**config.mk**
```make
export PLATFORM = sky130hd
export DESIGN_NAME = spi_encoder_master_flat
export DESIGN_NICKNAME = d
export VERILOG_FILES = /design/src/rtl/spi_enc_pkg.sv /design/src/rtl/spi_encoder_master_if.sv /design/src/rtl/spi_encoder_master_hamming.sv /design/src/rtl/spi_encoder_master.sv /design/src/flat_wrapper.sv
export SDC_FILE = /design/constraint.sdc
export NUM_CORES = 1
export LEC_CHECK = 0
export ABC_AREA = 0
export BUFFER_PORTS_ARGS = -buffer_cell sky130_fd_sc_hd__buf_2
export CAP_MARGIN = 20
export CORE_MARGIN = 2
export CORE_UTILIZATION = 53
export CTS_CLUSTER_SIZE = 12
export DETAILED_ROUTE_END_ITERATION = 10
export GPL_TIMING_DRIVEN = 0
export PLACE_DENSITY = 0.75
export REMOVE_ABC_BUFFERS = 1
export SLEW_MARGIN = 20
export SYNTH_ARGS = -nofsm -noshare
export SYNTH_HDL_FRONTEND = slang
export SYNTH_HIERARCHICAL = 1
export SYNTH_SLANG_ARGS = --single-unit
```
**constraint.sdc**
```tcl
create_clock -name clk -period 9.9 [get_ports clk]
set_input_delay 1.485 -clock clk [delete_from_list [all_inputs] [get_ports clk]]
set_output_delay 1.485 -clock clk [all_outputs]
set_load 0.02 [all_outputs]
```
**src/rtl/spi_enc_pkg.sv**
```systemverilog
// Shared types and constants for the SECDED-encoding SPI master.
// FSM state encoding, frame geometry, SPI opcodes and Hamming parity positions.
package spi_enc_pkg;

  typedef enum logic [2:0] {
    IDLE,
    ENCODE,
    CS_SETUP,
    SHIFT,
    CS_HOLD,
    DONE
  } state_t;

  localparam int FRAME_BITS = 48;
  localparam logic [7:0] OP_WRITE = 8'h02;
  localparam logic [7:0] OP_READ = 8'h03;

  // Hamming parity bits live at codeword positions 1, 2, 4, 8 and 16.
  localparam int N_PARITY = 5;
  localparam logic [31:0] PARITY_MASK = 32'h0001_0116;

endpackage

```
**src/rtl/spi_encoder_master_if.sv**
```systemverilog
// SPI pin bundle between the encoding master and the decoder's slave port.
interface spi_encoder_master_if;
  logic spi_clk;
  logic spi_cs_n;
  logic spi_mosi;
  logic spi_miso;

  modport master (output spi_clk, output spi_cs_n, output spi_mosi, input spi_miso);
  modport slave (input spi_clk, input spi_cs_n, input spi_mosi, output spi_miso);
endinterface

```
**src/rtl/spi_encoder_master_hamming.sv**
```systemverilog
// Combinational Hamming(31,26) encoder with an overall even-parity bit at position 0.
module hamming_secded_enc
  import spi_enc_pkg::*;
(
  input  logic [25:0] data,
  output logic [31:0] codeword
);

  logic [31:0] cw;
  logic        par;
  int          k;

  always_comb begin
    cw  = '0;
    par = 1'b0;
    k   = 0;
    for (int pos = 1; pos < 32; pos++) begin
      if (!PARITY_MASK[pos]) begin
        cw[pos] = data[k];
        k = k + 1;
      end
    end
    // Parity bit 2^p covers every data position whose index has bit p set.
    for (int p = 0; p < N_PARITY; p++) begin
      par = 1'b0;
      for (int pos = 1; pos < 32; pos++) begin
        if (pos[p] && !PARITY_MASK[pos]) par = par ^ cw[pos];
      end
      cw[1 << p] = par;
    end
    cw[0] = ^cw[31:1];
    codeword = cw;
  end

endmodule

```
**src/rtl/spi_encoder_master.sv**
```systemverilog
// SPI master: SECDED-encodes a 26-bit payload and sends a 48-bit {ctrl, addr, payload} frame.
// Optional MISO read-back is compiled in with `define SPI_MASTER_READBACK_EN.
module spi_encoder_master
  import spi_enc_pkg::*;
#(
  parameter int CLK_DIV        = 2,
  parameter int SPI_ADDR_WIDTH = 8,
  parameter int DATA_WIDTH     = 32
) (
  input  logic                      clk,
  input  logic                      reset,
  input  logic                      start,
  input  logic                      op,
  input  logic [SPI_ADDR_WIDTH-1:0] addr,
  input  logic [25:0]               data_in,
  input  logic [DATA_WIDTH-1:0]     inj_mask,
  output logic                      busy,
  output logic                      done,
  output logic [DATA_WIDTH-1:0]     tx_codeword,
  output logic [DATA_WIDTH-1:0]     rd_data,
  spi_encoder_master_if.master      spi
);

  localparam logic [7:0] DIV_LAST = 8'(CLK_DIV - 1);

  state_t                    state_q, state_d;
  logic [7:0]                div_q, div_d;
  logic [5:0]                bit_q, bit_d;
  logic                      phase_q, phase_d;
  logic                      cs_n_q, cs_n_d;
  logic                      sclk_q, sclk_d;
  logic                      mosi_q, mosi_d;
  logic                      busy_q, busy_d;
  logic                      done_q, done_d;
  logic [DATA_WIDTH-1:0]     tx_q, tx_d;
  logic [FRAME_BITS-1:0]     frame_q, frame_d;
  logic [SPI_ADDR_WIDTH-1:0] addr_q;
  logic [25:0]               data_q;
  logic [DATA_WIDTH-1:0]     mask_q;
  logic [DATA_WIDTH-1:0]     cw, cw_masked;
  logic                      accept, sample, capture, is_read;

  hamming_secded_enc u_enc (
    .data     (data_q),
    .codeword (cw)
  );

  assign accept    = (state_q == IDLE) && start;
  assign cw_masked = cw ^ mask_q;

  always_comb begin
    state_d = state_q;
    div_d   = div_q;
    bit_d   = bit_q;
    phase_d = phase_q;
    cs_n_d  = cs_n_q;
    sclk_d  = sclk_q;
    mosi_d  = mosi_q;
    busy_d  = busy_q;
    done_d  = 1'b0;
    tx_d    = tx_q;
    frame_d = frame_q;
    sample  = 1'b0;
    capture = 1'b0;
    unique case (state_q)
      IDLE: begin
        if (start) begin
          state_d = ENCODE;
          busy_d  = 1'b1;
        end
      end
      ENCODE: begin
        tx_d    = cw_masked;
        frame_d = is_read ? {OP_READ, addr_q, {DATA_WIDTH{1'b0}}}
                          : {OP_WRITE, addr_q, cw_masked};
        cs_n_d  = 1'b0;
        mosi_d  = frame_d[FRAME_BITS-1];
        div_d   = DIV_LAST;
        state_d = CS_SETUP;
      end
      CS_SETUP: begin
        if (div_q == 8'd0) begin
          state_d = SHIFT;
          div_d   = DIV_LAST;
          bit_d   = 6'(FRAME_BITS - 1);
          phase_d = 1'b0;
        end else begin
          div_d = div_q - 8'd1;
        end
      end
      SHIFT: begin
        if (div_q != 8'd0) begin
          div_d = div_q - 8'd1;
        end else begin
          div_d = DIV_LAST;
          if (!phase_q) begin
            sclk_d  = 1'b1;
            phase_d = 1'b1;
            sample  = 1'b1;
          end else begin
            // Falling edge: advance to the next bit, or finish after bit 0.
            sclk_d  = 1'b0;
            phase_d = 1'b0;
            if (bit_q == 6'd0) begin
              state_d = CS_HOLD;
            end else begin
              bit_d   = bit_q - 6'd1;
              frame_d = {frame_q[FRAME_BITS-2:0], 1'b0};
              mosi_d  = frame_q[FRAME_BITS-2];
            end
          end
        end
      end
      CS_HOLD: begin
        if (div_q == 8'd0) begin
          state_d = DONE;
          cs_n_d  = 1'b1;
          mosi_d  = 1'b0;
          done_d  = 1'b1;
          capture = is_read;
        end else begin
          div_d = div_q - 8'd1;
        end
      end
      DONE: begin
        state_d = IDLE;
        busy_d  = 1'b0;
      end
      default: state_d = IDLE;
    endcase
  end

  always_ff @(posedge clk) begin
    if (reset) begin
      state_q <= IDLE;
      div_q   <= '0;
      bit_q   <= '0;
      phase_q <= 1'b0;
      cs_n_q  <= 1'b1;
      sclk_q  <= 1'b0;
      mosi_q  <= 1'b0;
      busy_q  <= 1'b0;
      done_q  <= 1'b0;
      tx_q    <= '0;
    end else begin
      state_q <= state_d;
      div_q   <= div_d;
      bit_q   <= bit_d;
      phase_q <= phase_d;
      cs_n_q  <= cs_n_d;
      sclk_q  <= sclk_d;
      mosi_q  <= mosi_d;
      busy_q  <= busy_d;
      done_q  <= done_d;
      tx_q    <= tx_d;
    end
  end

  always_ff @(posedge clk) begin
    if (accept) begin
      addr_q <= addr;
      data_q <= data_in;
      mask_q <= inj_mask;
    end
    frame_q <= frame_d;
  end

`ifdef SPI_MASTER_READBACK_EN
  logic                  op_q;
  logic [DATA_WIDTH-1:0] rx_q, rd_q;

  always_ff @(posedge clk) begin
    if (accept) op_q <= op;
    if (sample) rx_q <= {rx_q[DATA_WIDTH-2:0], spi.spi_miso};
  end

  always_ff @(posedge clk) begin
    if (reset)        rd_q <= '0;
    else if (capture) rd_q <= rx_q;
  end

  assign is_read = op_q;
  assign rd_data = rd_q;
`else
  logic unused_readback;
  assign unused_readback = ^{op, sample, capture, spi.spi_miso};
  assign is_read = 1'b0;
  assign rd_data = '0;
`endif

  assign busy         = busy_q;
  assign done         = done_q;
  assign tx_codeword  = tx_q;
  assign spi.spi_clk  = sclk_q;
  assign spi.spi_cs_n = cs_n_q;
  assign spi.spi_mosi = mosi_q;

endmodule
```
**src/flat_wrapper.sv**
```systemverilog
// flat-port wrapper written by rule: the top's interface ports become plain ports
module spi_encoder_master_flat import spi_enc_pkg::*;
#(
  parameter int CLK_DIV        = 2,
  parameter int SPI_ADDR_WIDTH = 8,
  parameter int DATA_WIDTH     = 32
)
  (clk, reset, start, op, addr, data_in, inj_mask, busy, done, tx_codeword, rd_data, spi_spi_clk, spi_spi_cs_n, spi_spi_mosi, spi_spi_miso);
  spi_encoder_master_if spi_i ();
  input  logic clk;
  input  logic reset;
  input  logic start;
  input  logic op;
  input  logic [SPI_ADDR_WIDTH-1:0] addr;
  input  logic [25:0] data_in;
  input  logic [DATA_WIDTH-1:0] inj_mask;
  output logic busy;
  output logic done;
  output logic [DATA_WIDTH-1:0] tx_codeword;
  output logic [DATA_WIDTH-1:0] rd_data;
  output wire logic [$bits(spi_i.spi_clk)-1:0] spi_spi_clk;
  output wire logic [$bits(spi_i.spi_cs_n)-1:0] spi_spi_cs_n;
  output wire logic [$bits(spi_i.spi_mosi)-1:0] spi_spi_mosi;
  input wire logic [$bits(spi_i.spi_miso)-1:0] spi_spi_miso;
  assign spi_spi_clk = spi_i.spi_clk;
  assign spi_spi_cs_n = spi_i.spi_cs_n;
  assign spi_spi_mosi = spi_i.spi_mosi;
  assign spi_i.spi_miso = spi_spi_miso;
  spi_encoder_master #(.CLK_DIV(CLK_DIV), .SPI_ADDR_WIDTH(SPI_ADDR_WIDTH), .DATA_WIDTH(DATA_WIDTH)) u_core (.clk(clk), .reset(reset), .start(start), .op(op), .addr(addr), .data_in(data_in), .inj_mask(inj_mask), .busy(busy), .done(done), .tx_codeword(tx_codeword), .rd_data(rd_data), .spi(spi_i));
endmodule
```
==> run_results.csv <==
group,metric,value,unit
power_and_ir_drop,total_power,2.383,mW
yosys,yosys-top-cells-area,"edfxtp_1 (45%), dfxtp_1 (15%), xnor2_1 (7.1%)",
hold_path,worstHoldStart,"u_core/spi.spi_mosi",
timing,period_share,36.57,%
drt,wl_per_cell,16.58,µm
yosys,ys_top_cells_by_count,"edfxtp_1 (113), nor2_1 (76), xnor2_1 (61)",
critical_path,crit_path_max_fanout,8,
cts,cts_max_level,4,
drt,detail_route.iter0.violations,313,
cts,cts_buffers,17,
cts,cts_root_buf,"clkbuf_16",
die,ios,140,
cts,cts_tree,"done",
placed_design,dp_worst_setup_slack,5.877,ns
cts,ctsLongestPathBuffers,2,
timing,rsz0062_at_grt,"no",
global_routing,antenna_found_initial,0,
run_status,run_status,"finished, final reports clean",
timing,layout_setup_ws,6.280,ns
cts,clkTransAtPathRegs,0.07,ns
critical_path,crit_top_cell,"buf_2",
yosys,ys_types,64,
die,start_util,54.29,%
hold_path,holdPathEnd,"u_core/spi.spi_mosi",
timing,timing.slew.headroom,26.47,%
timing,fmax,276.2,MHz
critical_path,rrSetupSlack,6.77,ns
drt,drc,0,
critical_path,critPathCaptureType,"flop",
placed_design,gp_congestion,0.8663,
layout,fin_nets,788,
layout,final_cell_area,8668,µm²
timing,report.final.slew_viol_count,0,
hold_path,hold_path.class,"reg2reg",
yosys,synth_edf_count,113,
critical_path,cp_cell_sequence,"buf_2 > nor4b_2 > buf_2 > buf_2 > buf_2 > buf_2 > buf_2 > buf_4",
layout,nFillCells,1076,
global_routing,grt_max_degree,73,
cts,cts_hold_buf,0,
placed_design,dpl_cell_area,8040,µm²
layout,drive_gt1_share,24.07,%
placed_design,io_buffers,105,
yosys,yosys.area.top_type,"edfxtp_1",
yosys,syn_area,7536,µm²
critical_path,timing.rr.start,"u_core/state_q[1]",
yosys,post-synth-top-count-cell,"edfxtp_1",
cts,post_cts_buffers,0,
power_and_ir_drop,power.density,274.9,nW/µm²
yosys,yosys_register_bits,168,
global_routing,grt_pass1_vias,4748,
power_and_ir_drop,p_leak,3.336,nW
timing,skew,0.008039,ns
yosys,syn_inst,629,
global_routing,grt_pass1_wl,23.67,mm
drt,routed_wl,15.04,mm
drt,viasPerCell,5.322,
die,core_area,13880,µm²
drt,dr.pass1.iters,5,
yosys,yosysWarnings,6,
layout,num_antenna_cells,0,
drt,ant_nets,0,
hold_path,min_delay_path_depth,2,
yosys,synth_top_flop_cell,"edfxtp_1",
cts,clkLatencyLatePin,0.43,ns
critical_path,crit_family,"buffers and inverters",
critical_path,crit_type,"in2reg",
critical_path,critPathLaunchType,"primary input",
timing,worst_slew_pin_slew,1.103,ns
critical_path,path_buf_inv,7,
critical_path,cp.arrival,3.76,ns
run,cap_violations,0,
power_and_ir_drop,irDropWorstVdd,0.1927,mV
cts,ctsResizeCount,0,
placed_design,dp_hpwl,10.51,mm
die,chipWidth,123.2,µm
layout,syn_to_final_growth,15.03,%
die,die_h,123.2,µm
critical_path,cp_slowest_stage_delay,0.69,ns
timing,finalSetupViolCount,0,
global_routing,grt_use_total,20.85,%
yosys,seq_area_frac_synth,59.64,%
cts,clkSinkCount,168,
critical_path,reg2reg_to,"u_core/mask_q[11]",
yosys,netlist.area_leader.share,45.03,%
critical_path,cp_slowest_cell,"nor4b_2",
yosys,syn_area_per_cell,11.98,µm²
die,die-area,15190,µm²
critical_path,worstPathRequired,10.04,ns
timing,post-route-min-period,3.620,ns
yosys,synthArstFlopShare,0,%
critical_path,r2r_cells,7,
die,rows,43,
timing,finalHoldViolCount,0,
layout,final_util,62.45,%
global_routing,grt-ovfl-total,0,
drt,via_count,4827,
kinds of logic after synthesis:
group,Yosys count,share of synthesized area (%)
multiplexers,1,0.1328
flip-flops,168,59.64
AO/OA/AOI/OAI,121,10.56
buffers and inverters,96,7.770
other,1,0.04976
adder cells (fa/ha/maj),3,0.4981
XOR/XNOR,77,10.54
AND/OR/NAND/NOR,162,10.81
worst max path at each step:
stage,from,to,cells past startpoint
final,start,u_core/mask_q[11],8
after global routing,start,u_core/mask_q[11],8
after CTS,start,u_core/data_q[8],8
after detailed placement,start,u_core/mask_q[13],8
after global placement,start,u_core/mask_q[13],2
after floorplan,start,u_core/addr_q[0],1
tightest hold or removal path: stages, from the launching register on:
cell and delay (ns):
dfxtp_1 0.31, nand2b_1 0.07, mux2i_1 0.06
area by class of cell:
| class | instances | area (µm²) | share of cell area [%] |
|---|---|---|---|
| sequential | 168 | 4494 | 51.85 |
| multi-input combinational | 396 | 2603 | 30.02 |
| timing repair buffer | 122 | 684.4 | 7.895 |
| clock buffer | 18 | 429.2 | 4.951 |
| tap | 180 | 225.2 | 2.598 |
| clock inverter | 14 | 198.9 | 2.295 |
| inverter | 9 | 33.78 | 0.3897 |
sequential cells by signal (all words and copies together) (netlist names), 3 cells and up:
register	flops
u_core/state_q	3
u_core/addr_q	8
u_core/bit_q	6
u_core/tx_codeword	32
u_core/div_q	8
u_core/data_q	26
u_core/mask_q	32
u_core/frame_q	47
cell usage in the layout (no fill, tap or decap), types with 3 or more instances in the layout:
cell,Yosys,layout
and3_1,6,6
a21oi_1,49,48
nand4_1,3,3
nand2_1,30,29
a31oi_1,4,4
a211oi_1,34,34
buf_4,59,4
conb_1,1,32
nand3_1,6,6
nor3_1,3,3
clkinvlp_4,0,6
o31ai_1,6,6
ha_1,3,3
buf_2,3,113
buf_6,0,3
nor2b_1,3,3
xnor2_1,61,61
o21ai_0,7,7
or4_1,3,3
xor2_1,6,6
nand2b_1,5,5
inv_1,9,9
xnor3_1,6,6
or3_1,6,6
bufinv_16,0,4
dfxtp_1,55,55
edfxtp_1,113,113
nor2_1,76,76
clkbuf_16,0,17
power breakdown:
group | internal [mW] | switching, mW
clock network | 0.424 | 0.275
logic | 0.322 | 0.400
registers | 0.891 | 0.0702
total | 1.64 | 0.746
routing by layer:
metal  track usage, %  vias to the layer above  wire (µm)  share of wire (%)
met5                0                        -          0                  0
met4            9.020                        0        340                2.3
met3            5.535                       25        850                5.7
met2            34.24                      179       7409                 49
met1            26.05                     2293       6435                 43
li1                 -                     2330          -                  -
stage by stage:
stage	instances	TNS (ns)	hold WS, ns
after global routing	907	0	0.5072
after floorplan	573	0	0.4691
final	907	0	0.4855
after detailed placement	875	0	0.4689
after CTS	907	0	0.4867
after global placement	858	-154.21	0.4618
Power figures use the tool's default switching activity.
